===== src/rtl/gb_apu_pkg.sv =====
// Shared APU types and constants used by the channel-1 sweep logic.
package gb_apu_pkg;

    typedef logic [10:0] freq_t;

    typedef enum logic [1:0] {
        IDLE    = 2'd0,
        CHECK   = 2'd1,
        CALC    = 2'd2,
        RECHECK = 2'd3
    } sweep_state_t;

    localparam freq_t FREQ_MAX = 11'd2047;

endpackage


===== src/rtl/gb_sweep_calc.sv =====
// Combinational sweep calculation: shadow +/- (shadow >> shift) with overflow flag.
module gb_sweep_calc
    import gb_apu_pkg::*;
(
    input  logic [10:0] shadow,
    input  logic [2:0]  shift,
    input  logic        negate,
    output logic [10:0] sum,
    output logic        overflow
);

    logic [10:0] delta;
    logic [11:0] sum_wide;

    // delta never exceeds shadow, so the subtract path cannot wrap below zero
    always_comb begin
        delta    = shadow >> shift;
        sum_wide = negate ? ({1'b0, shadow} - {1'b0, delta})
                          : ({1'b0, shadow} + {1'b0, delta});
        sum      = sum_wide[10:0];
        overflow = sum_wide > {1'b0, FREQ_MAX};
    end

endmodule


===== src/rtl/gb_sweep_unit.sv =====
// Channel-1 frequency sweep: shadow frequency, sweep timer and the
// check / calculate / recheck sequence with write-back and disable strobes.
//
// state   | meaning
// IDLE    | waiting for trigger or sweep_clk; timer ticks here
// CHECK   | overflow check right after trigger, no write-back
// CALC    | sweep step: write back sum unless it overflows
// RECHECK | overflow check on the freshly written shadow, no write-back
module gb_sweep_unit
    import gb_apu_pkg::*;
(
    input  logic        clk,
    input  logic        reset,
    input  logic        sweep_clk,
    input  logic        trigger,
    input  logic [2:0]  sweep_period,
    input  logic        sweep_negate,
    input  logic [2:0]  sweep_shift,
    input  logic [10:0] freq_in,
    output logic [10:0] freq_out,
    output logic        freq_wr,
    output logic        ch_disable,
    output logic        sweep_en
);

    freq_t        shadow;
    logic [2:0]   timer;
    logic         neg_used;
    sweep_state_t state;

    freq_t        calc_sum;
    logic         calc_ovf;
    logic         quirk;
    logic         timer_tick;
    logic         timer_exp;

    gb_sweep_calc u_calc (
        .shadow   (shadow),
        .shift    (sweep_shift),
        .negate   (sweep_negate),
        .sum      (calc_sum),
        .overflow (calc_ovf)
    );

    // Trigger beats sweep_clk; a timer value of 0 behaves as 8 via 3-bit wrap.
    always_comb begin
        quirk      = neg_used && !sweep_negate;
        timer_tick = (state == IDLE) && sweep_clk && !trigger;
        timer_exp  = timer_tick && (timer == 3'd1);
    end

    // Sweep state, timer and registered output strobes.
    always_ff @(posedge clk) begin
        if (reset) begin
            shadow     <= '0;
            timer      <= '0;
            neg_used   <= 1'b0;
            sweep_en   <= 1'b0;
            freq_out   <= '0;
            freq_wr    <= 1'b0;
            ch_disable <= 1'b0;
            state      <= IDLE;
        end else begin
            freq_wr    <= 1'b0;
            ch_disable <= 1'b0;

            // The timer runs regardless of sweep_en or the negate quirk.
            if (timer_tick) begin
                timer <= timer_exp ? sweep_period : timer - 3'd1;
            end

            if (trigger) begin
                shadow   <= freq_in;
                timer    <= sweep_period;
                sweep_en <= (sweep_period != 3'd0) || (sweep_shift != 3'd0);
                neg_used <= 1'b0;
                state    <= (sweep_shift != 3'd0) ? CHECK : IDLE;
            end else if (quirk) begin
                // Leaving negate mode after a negate calc kills the channel
                // and overrides any step in flight.
                ch_disable <= 1'b1;
                sweep_en   <= 1'b0;
                neg_used   <= 1'b0;
                state      <= IDLE;
            end else begin
                case (state)
                    IDLE: begin
                        if (timer_exp && sweep_en && (sweep_period != 3'd0)) begin
                            state <= CALC;
                        end
                    end
                    CHECK, RECHECK: begin
                        if (sweep_negate) neg_used <= 1'b1;
                        if (calc_ovf) begin
                            ch_disable <= 1'b1;
                            sweep_en   <= 1'b0;
                        end
                        state <= IDLE;
                    end
                    CALC: begin
                        if (sweep_negate) neg_used <= 1'b1;
                        if (calc_ovf) begin
                            ch_disable <= 1'b1;
                            sweep_en   <= 1'b0;
                            state      <= IDLE;
                        end else if (sweep_shift != 3'd0) begin
                            shadow   <= calc_sum;
                            freq_out <= calc_sum;
                            freq_wr  <= 1'b1;
                            state    <= RECHECK;
                        end else begin
                            state <= IDLE;
                        end
                    end
                    default: state <= IDLE;
                endcase
            end
        end
    end

endmodule

===== config.mk =====
export PLATFORM = sky130hd
export DESIGN_NAME = gb_sweep_unit
export DESIGN_NICKNAME = d
export VERILOG_FILES = /design/src/rtl/gb_apu_pkg.sv /design/src/rtl/gb_sweep_calc.sv /design/src/rtl/gb_sweep_unit.sv
export SDC_FILE = /design/constraint.sdc
export NUM_CORES = 1
export LEC_CHECK = 0
export CAP_MARGIN = 20
export CORE_ASPECT_RATIO = 0.5
export CORE_MARGIN = 3
export CORE_UTILIZATION = 51
export DETAILED_ROUTE_END_ITERATION = 8
export PLACE_DENSITY_LB_ADDON = 0.25
export SETUP_SLACK_MARGIN = 0.02
export SLEW_MARGIN = 20
export SYNTH_ARGS = -nofsm -noshare
export SYNTH_HDL_FRONTEND = slang
export SYNTH_SLANG_ARGS = --single-unit

===== constraint.sdc =====
create_clock -name clk -period 4.6 [get_ports clk]
set_input_delay 0.69 -clock clk [delete_from_list [all_inputs] [get_ports clk]]
set_output_delay 0.69 -clock clk [all_outputs]
set_load 0.01 [all_outputs]

==> key figures <==
Worst hold path
  • Hold Path Depth: 2
  • Hold path endpoint: freq_out[0]
  • Hold crit path type: reg2reg
  • Hold_sp: freq_out[0]

Finish
  • Most frequent cells in the layout: 56 x buf_4, 34 x nor2_1, 33 x clkdlybuf4s50_1
  • Commonest non-fill, non-tap cell in the layout: buf_4
  • Register Area: 621 µm²
  • Antenna diodes: 0
  • Fillers: 389
  • Area Overhead vs Synth: 34.3%
  • Multi-input logic area: 2160 µm²
  • Layout cells sized above 1: 0.264
  • Final instance area: 3840 µm²
  • Final nets: 470

Timing
  • Setup violators final: 0
  • Slew HR: 0.354
  • Max Clk Rate: 229 MHz
  • Hold Fails Final Rpt: 0
  • Worst Skew: 0.00572 ns
  • Slew Limit Fails: 0
  • Hold_ws: 0.466 ns
  • Unrepaired setup endpoints after global routing: no
  • TNS Setup: 0 ns
  • Tightest Pin Transition: 0.967 ns
  • Final Critical Period: 4.37 ns
  • Post-route clock period utilization: 0.950

Global routing
  • Busiest grt layer: met2
  • Global-route wire length before repair: 13800 µm
  • Antenna violations before repair: 0
  • M1 GR Usage: 0.367
  • GRT Resource Usage Total: 0.257
  • Met2 Usage GRT: 0.418
  • Total gr overflow: 0
  • Vias in the first global route: 2927
  • Largest net degree at the start of global routing: 31
  • Grt met3 use: 0.0339

Routing
  • Post-DRT Antenna Nets: 0
  • Iteration-0 DRC Markers: 207
  • First drt pass iteration count: 4
  • WL per Instance: 17.2 µm
  • Residual DRC: 0
  • Vias/cell: 6.17
  • Final wirelength: 8610 µm
  • DR vias: 3096

Worst setup path
  • Worst path required time: 4.77 ns
  • Setup slack, reg-to-reg: 0.55 ns
  • Worst R2R Start: shadow[7]
  • Path type of the worst setup path: in2reg
  • Crit-path max FO: 8
  • Reg2Reg Depth: 15
  • Crit start category: input pin
  • CP endpoint kind: register
  • Critical Path AT: 4.54 ns
  • RR Endpoint: shadow[10]

Clock tree
  • Worst-path clk slew: 0.06 ns
  • CTS buffer count: 5
  • H-tree levels: 2
  • CTS tree: built
  • # hold bufs at CTS: 0
  • CTS Root Cell: clkbuf_8
  • Clk sinks: 31
  • Worst-Skew Late Latency: 0.28 ns
  • Max Root-Sink Buffers: 2

Logic synthesis
  • Avg Synthesized Cell Area: 8.06 µm²
  • Synthesized flop and latch total: 31
  • Synth area leaders: dfxtp_1 22%, ha_1 6.1%, mux2i_1 4.9%, nor2_1 4.5%, a21oi_1 3.1%
  • Largest area contributor in the netlist: dfxtp_1
  • Share of flip-flops with an asynchronous set or reset: 0
  • Net Count, Synth: 392
  • Netlist cell types: 62
  • Synth top area share: 0.217
  • Yosys warnings: 0
  • Syn Inst Count: 355
  • Post-synthesis sequential area ratio: 0.217
  • EDFF count, synth: 0
  • Post-synth top flop: dfxtp_1
  • Post-Syn Area: 2860 µm²

Placed design
  • Buffers added on ports: 35
  • Cell Area, Placed: 3540 µm²
  • DP HPWL: 6220 µm
  • RePlAce Congestion: 0.918

Pwr
  • P_leak: 1.54 nW
  • PD cells: 296 nW/µm²
  • Worst IR Drop VDD: 0.243 mV

Floorplan
  • Die ar.: 6600 µm²
  • Chip height: 59.0 µm
  • Row Count: 18
  • Boundary pin count: 36
  • DIE WIDTH: 112 µm
  • Core region area: 5160 µm²
  • Initial Util: 0.555

Flow run
  • Max-cap violations: 0

Status
  • Outcome: completed
power breakdown:
group | internal, W | leakage (nW) | switching [W] | total, W
logic | 0.000304 | 1.25 | 0.000328 | 0.000632
clock network | 0.000101 | 0.0371 | 0.0000954 | 0.000196
registers | 0.000285 | 0.254 | 0.0000249 | 0.000310
cells in the mapped netlist, types with 3 or more instances:
| master | n |
|---|---|
| a211oi_1 | 5 |
| a21o_1 | 3 |
| a21oi_1 | 18 |
| a21oi_2 | 6 |
| a311oi_1 | 3 |
| a311oi_2 | 6 |
| a31oi_1 | 6 |
| buf_2 | 9 |
| buf_6 | 4 |
| clkbuf_1 | 10 |
| dfxtp_1 | 31 |
| ha_1 | 14 |
| inv_1 | 17 |
| mux2i_1 | 14 |
| nand2_1 | 23 |
| nand2b_1 | 10 |
| nand3_1 | 13 |
| nand4_1 | 6 |
| nor2_1 | 34 |
| nor2b_1 | 6 |
| nor3_1 | 13 |
| nor4_1 | 3 |
| o21a_1 | 4 |
| o21ai_0 | 9 |
| o21ai_1 | 6 |
| o22a_1 | 4 |
| o311a_1 | 3 |
| o31ai_1 | 8 |
| or3_1 | 6 |
| xnor2_1 | 9 |
| xor2_1 | 9 |
worst max-delay path by stage:
| stage | end | startpoint | cells after the start | slack, ns |
|---|---|---|---|---|
| floorplan | shadow[2] | sweep_shift[0] | 18 | 0.29 |
| global placement | freq_out[10] | sweep_shift[1] | 16 | -0.25 |
| detailed placement | freq_out[2] | sweep_shift[1] | 17 | -0.39 |
| CTS | shadow[10] | sweep_shift[1] | 17 | 0.02 |
| global route | shadow[10] | sweep_shift[2] | 18 | 0.06 |
| finish | shadow[10] | sweep_shift[2] | 15 | 0.23 |
cell type report:
class	instances	share of cell area
clock buffer	6	0.0189
inverter	17	0.0166
multi-input combinational	280	0.561
sequential	31	0.162
tap	70	0.0228
timing repair buffer	98	0.219
metrics by stage:
stage,util,power [W],worst slack [ns],std cells
floorplan,-,0.000674,0.291,355
global placement,0.686,0.000840,-0.248,486
detailed placement,0.686,0.000856,-0.386,486
CTS,0.703,0.00106,0.0222,492
global route,0.745,0.00120,0.0600,502
finish,0.745,0.00114,0.230,502
timing repair:
| action | 4_1_cts | 5_1_grt |
|---|---|---|
| buffers inserted | 0 | 8 |
| cloned | 0 | 2 |
| gates resized for setup | 4 | 33 |
| setup endpoints to repair | 17 | 27 |
| pin swaps | 1 | 10 |
| hold endpoints to repair | 0 | 0 |
flip-flops by register name, summed over array words and instances (netlist names):
name	flops
ch_disable	1
freq_out	11
freq_wr	1
neg_used	1
shadow	11
state	2
sweep_en	1
timer	3
cell families (layout without fill, tap and decap cells):
logic type,count (synthesis),in the layout,share of synthesized area
AO/OA/AOI/OAI,104,104,0.288
adder cells (fa/ha/maj),15,15,0.0682
multiplexers,18,18,0.0726
flip-flops,31,31,0.217
buffers and inverters,44,121,0.0774
AND/OR/NAND/NOR,124,124,0.216
XOR/XNOR,19,19,0.0608
critical path, cell delays in order:
cell	delay, ns
clkdlybuf4s50_1	0.53
buf_4	0.19
buf_4	0.15
a2111o_1	0.41
a2111oi_4	0.41
a31oi_1	0.15
xnor2_1	0.15
ha_1	0.20
or3_4	0.40
o22a_1	0.20
o21a_4	0.15
xor2_2	0.21
buf_6	0.17
nand2_1	0.11
a2111oi_2	0.41
routing by layer:
| metal | vias to the layer above | share of wire |
|---|---|---|
| met3 | 14 | 0.059 |
| li1 | 1467 | - |
| met2 | 133 | 0.45 |
| met4 | 0 | 0.012 |
| met5 | - | 0 |
| met1 | 1482 | 0.48 |
Power figures use the tool's default switching activity.
==> RTL change (same flow settings) <==
Put one more register stage on the output `ch_disable`, with the module's reset. The value now appears one clock later. The other outputs are not delayed to match.
--- a/src/rtl/gb_sweep_unit.sv
+++ b/src/rtl/gb_sweep_unit.sv
@@ -24,2 +24,4 @@
 );
+
+    logic ch_disable_s0;
 
@@ -60,3 +62,3 @@
             freq_wr    <= 1'b0;
-            ch_disable <= 1'b0;
+            ch_disable_s0 <= 1'b0;
             state      <= IDLE;
@@ -64,3 +66,3 @@
             freq_wr    <= 1'b0;
-            ch_disable <= 1'b0;
+            ch_disable_s0 <= 1'b0;
 
@@ -80,3 +82,3 @@
                 // and overrides any step in flight.
-                ch_disable <= 1'b1;
+                ch_disable_s0 <= 1'b1;
                 sweep_en   <= 1'b0;
@@ -94,3 +96,3 @@
                         if (calc_ovf) begin
-                            ch_disable <= 1'b1;
+                            ch_disable_s0 <= 1'b1;
                             sweep_en   <= 1'b0;
@@ -102,3 +104,3 @@
                         if (calc_ovf) begin
-                            ch_disable <= 1'b1;
+                            ch_disable_s0 <= 1'b1;
                             sweep_en   <= 1'b0;
@@ -120,2 +122,10 @@
 
+    always_ff @(posedge clk) begin
+        if (reset) begin
+            ch_disable <= '0;
+        end else begin
+            ch_disable <= ch_disable_s0;
+        end
+    end
+
 endmodule
Formal check against the unedited RTL: not equivalent (Yosys sat finds a counterexample within 4 cycles, from zero or initial values and one cycle with reset high).
==> RTL change against the original RTL <==
  * Sequential power grew 1%
  * Critical path type unchanged
  * Wire length up 10%
  * Clock skew rose by 0.0018 ns
  * Final cell count grew 2.4%
  * Largest power group unchanged
  * Power up 7.5%
  * Setup slack got worse by 0.21 ns
  * Area after synthesis fell by 3.7%
  * Sequential cell count is 1 higher
  * Final area up 3.6%
==> RTL change: results (changes against the original RTL) <==
.. list-table::
   :header-rows: 1

   * - Metric
     - Value
   * - Syn nets
     - 376 (-4.1%)
   * - Max Transition Viols Final
     - 0 (unchanged)
   * - Crit path max-delay family
     - compound AO/OA/AOI/OAI gates
   * - HPWL reported at the end of detailed placement
     - 6573 microns (+5.6%)
   * - Slowest stage cell, crit path
     - or4_4
   * - Run status
     - completed
   * - Iter 0 DRT Violations
     - 285 (+38%)
   * - Count of unique library cells instantiated by Yosys
     - 61 (-1.6%)
   * - Wire length of the first global-routing pass
     - 14680 microns (+6.7%)
   * - Number of buffers between clock root and the deepest sink
     - 2 (unchanged)
   * - Setup WS pre-CTS
     - -0.5138 ns (-0.1280 ns)
   * - Clock tree skew after final layout
     - 0.007559 ns (+0.001835 ns)
   * - Largest net degree at the start of global routing
     - 30 (-3.2%)
   * - Placer congestion estimate
     - 0.9756 (+6.3%)
   * - Sequential cell area fraction in the yosys report
     - 23.25% (+1.6 points)
   * - Synth top cells by count
     - dfxtp_1 (32), nor2_1 (28), a21oi_1 (22), nand2_1 (21), o21ai_0 (17)
   * - Pin slew with the least headroom to its limit
     - 0.8405 ns (-0.1267 ns)
   * - Fillers
     - 337 (-13%)
   * - Main area contributors after synthesis
     - dfxtp_1 (23%), ha_1 (6.4%), mux2i_1 (4.4%)
   * - CP startpoint
     - sweep_shift[1]
   * - VDD IR-drop max
     - 0.0002469 V (+1.6%)
   * - First-pass iteration count of the detailed router
     - 5 (+1)
   * - Startpoint of the most critical register-to-register path
     - shadow[6]
   * - Hold path startpoint
     - ch_disable_s0
   * - Vias
     - 3175 (+2.6%)
   * - Number of nets in the layout
     - 480 (+2.1%)
   * - Vias in the first global route
     - 2978 (+1.7%)
   * - Fraction of layout cells with a size suffix above 1
     - 28.83% (+2.4 points)
   * - Share of flip-flops with an asynchronous set or reset
     - 0% (unchanged)
   * - Static leakage
     - 0.001625 uW (+5.4%)
   * - Total track usage
     - 29.70% (+4.0 points)
   * - Slowest cell delay on critical path
     - 0.50 ns (-0.03 ns)
   * - Number of antenna violations at the first check in global routing
     - 0 (unchanged)
   * - Switching Power
     - 471.9 uW (+5.3%)
   * - Root Buffer
     - clkbuf_8
   * - Post-detailed-route wirelength per cell
     - 18.47 microns (+7.7%)
   * - Arrival time at the worst endpoint
     - 4.78 ns (+0.24 ns)
   * - TritonCTS Buffers
     - 5 (unchanged)
   * - Latest clock arrival within the worst-skew pair
     - 0.29 ns
   * - Maximum fanout along the worst path
     - 10 (+2)
==> RTL change: cell type report <==
class                      instances  area share [%]
multi-input combinational        268           51.90
sequential                        32           16.09
clock buffer                       7           2.168
timing repair buffer             120           25.95
inverter                          16           1.508
tap                               70           2.199
clock inverter                     1          0.1885
==> RTL change: path summary, 6_finish.rpt <==
check	slack, ns	to	cells past startpoint
worst max-delay path	0.02	shadow[7]	19
worst max register to register	0.27	shadow[7]	18
worst min register to register	0.46	ch_disable	1
worst min-delay path	0.46	ch_disable	1
==> RTL change: power by group through the flow <==
stage          logic, uW  registers, uW  clock network, uW
2_1_floorplan        336            314                  0
3_3_place_gp         553            317                  0
3_5_place_dp         569            319                  0
4_1_cts              618            312                228
5_1_grt              723            315                243
6_report             679            314                230
==> RTL change: stage by stage <==
stage	instances	instance area, sq um
2_1_floorplan	339	2755
3_3_place_gp	487	3586
3_5_place_dp	487	3586
4_1_cts	503	3836
5_1_grt	514	3983
6_report	514	3983
==> RTL change: per-layer routing <==
metal,vias up,share of wire [%],GRT usage (%)
li1,1473,-,-
met5,-,0,0
met3,27,7.7,4.894
met4,0,2.3,6.927
met2,151,47,48.97
met1,1524,43,41.02
==> RTL change: timing repair <==
| item | in CTS | in global routing |
|---|---|---|
| endpoints found under the setup margin | 27 | 26 |
| pin swaps | 14 | 11 |
| resized for setup | 25 | 12 |
| buffers inserted | 9 | 11 |
==> RTL change: cells by family after synthesis <==
| logic type | synth area share, % |
|---|---|
| DFF | 23.25 |
| buffers and inverters | 6.812 |
| and+or+nand+nor | 20.89 |
| adders and majority gates | 7.085 |
| muxes | 8.265 |
| xor gates and xnor gates | 6.721 |
| AOI/OAI and AO/OA | 26.98 |
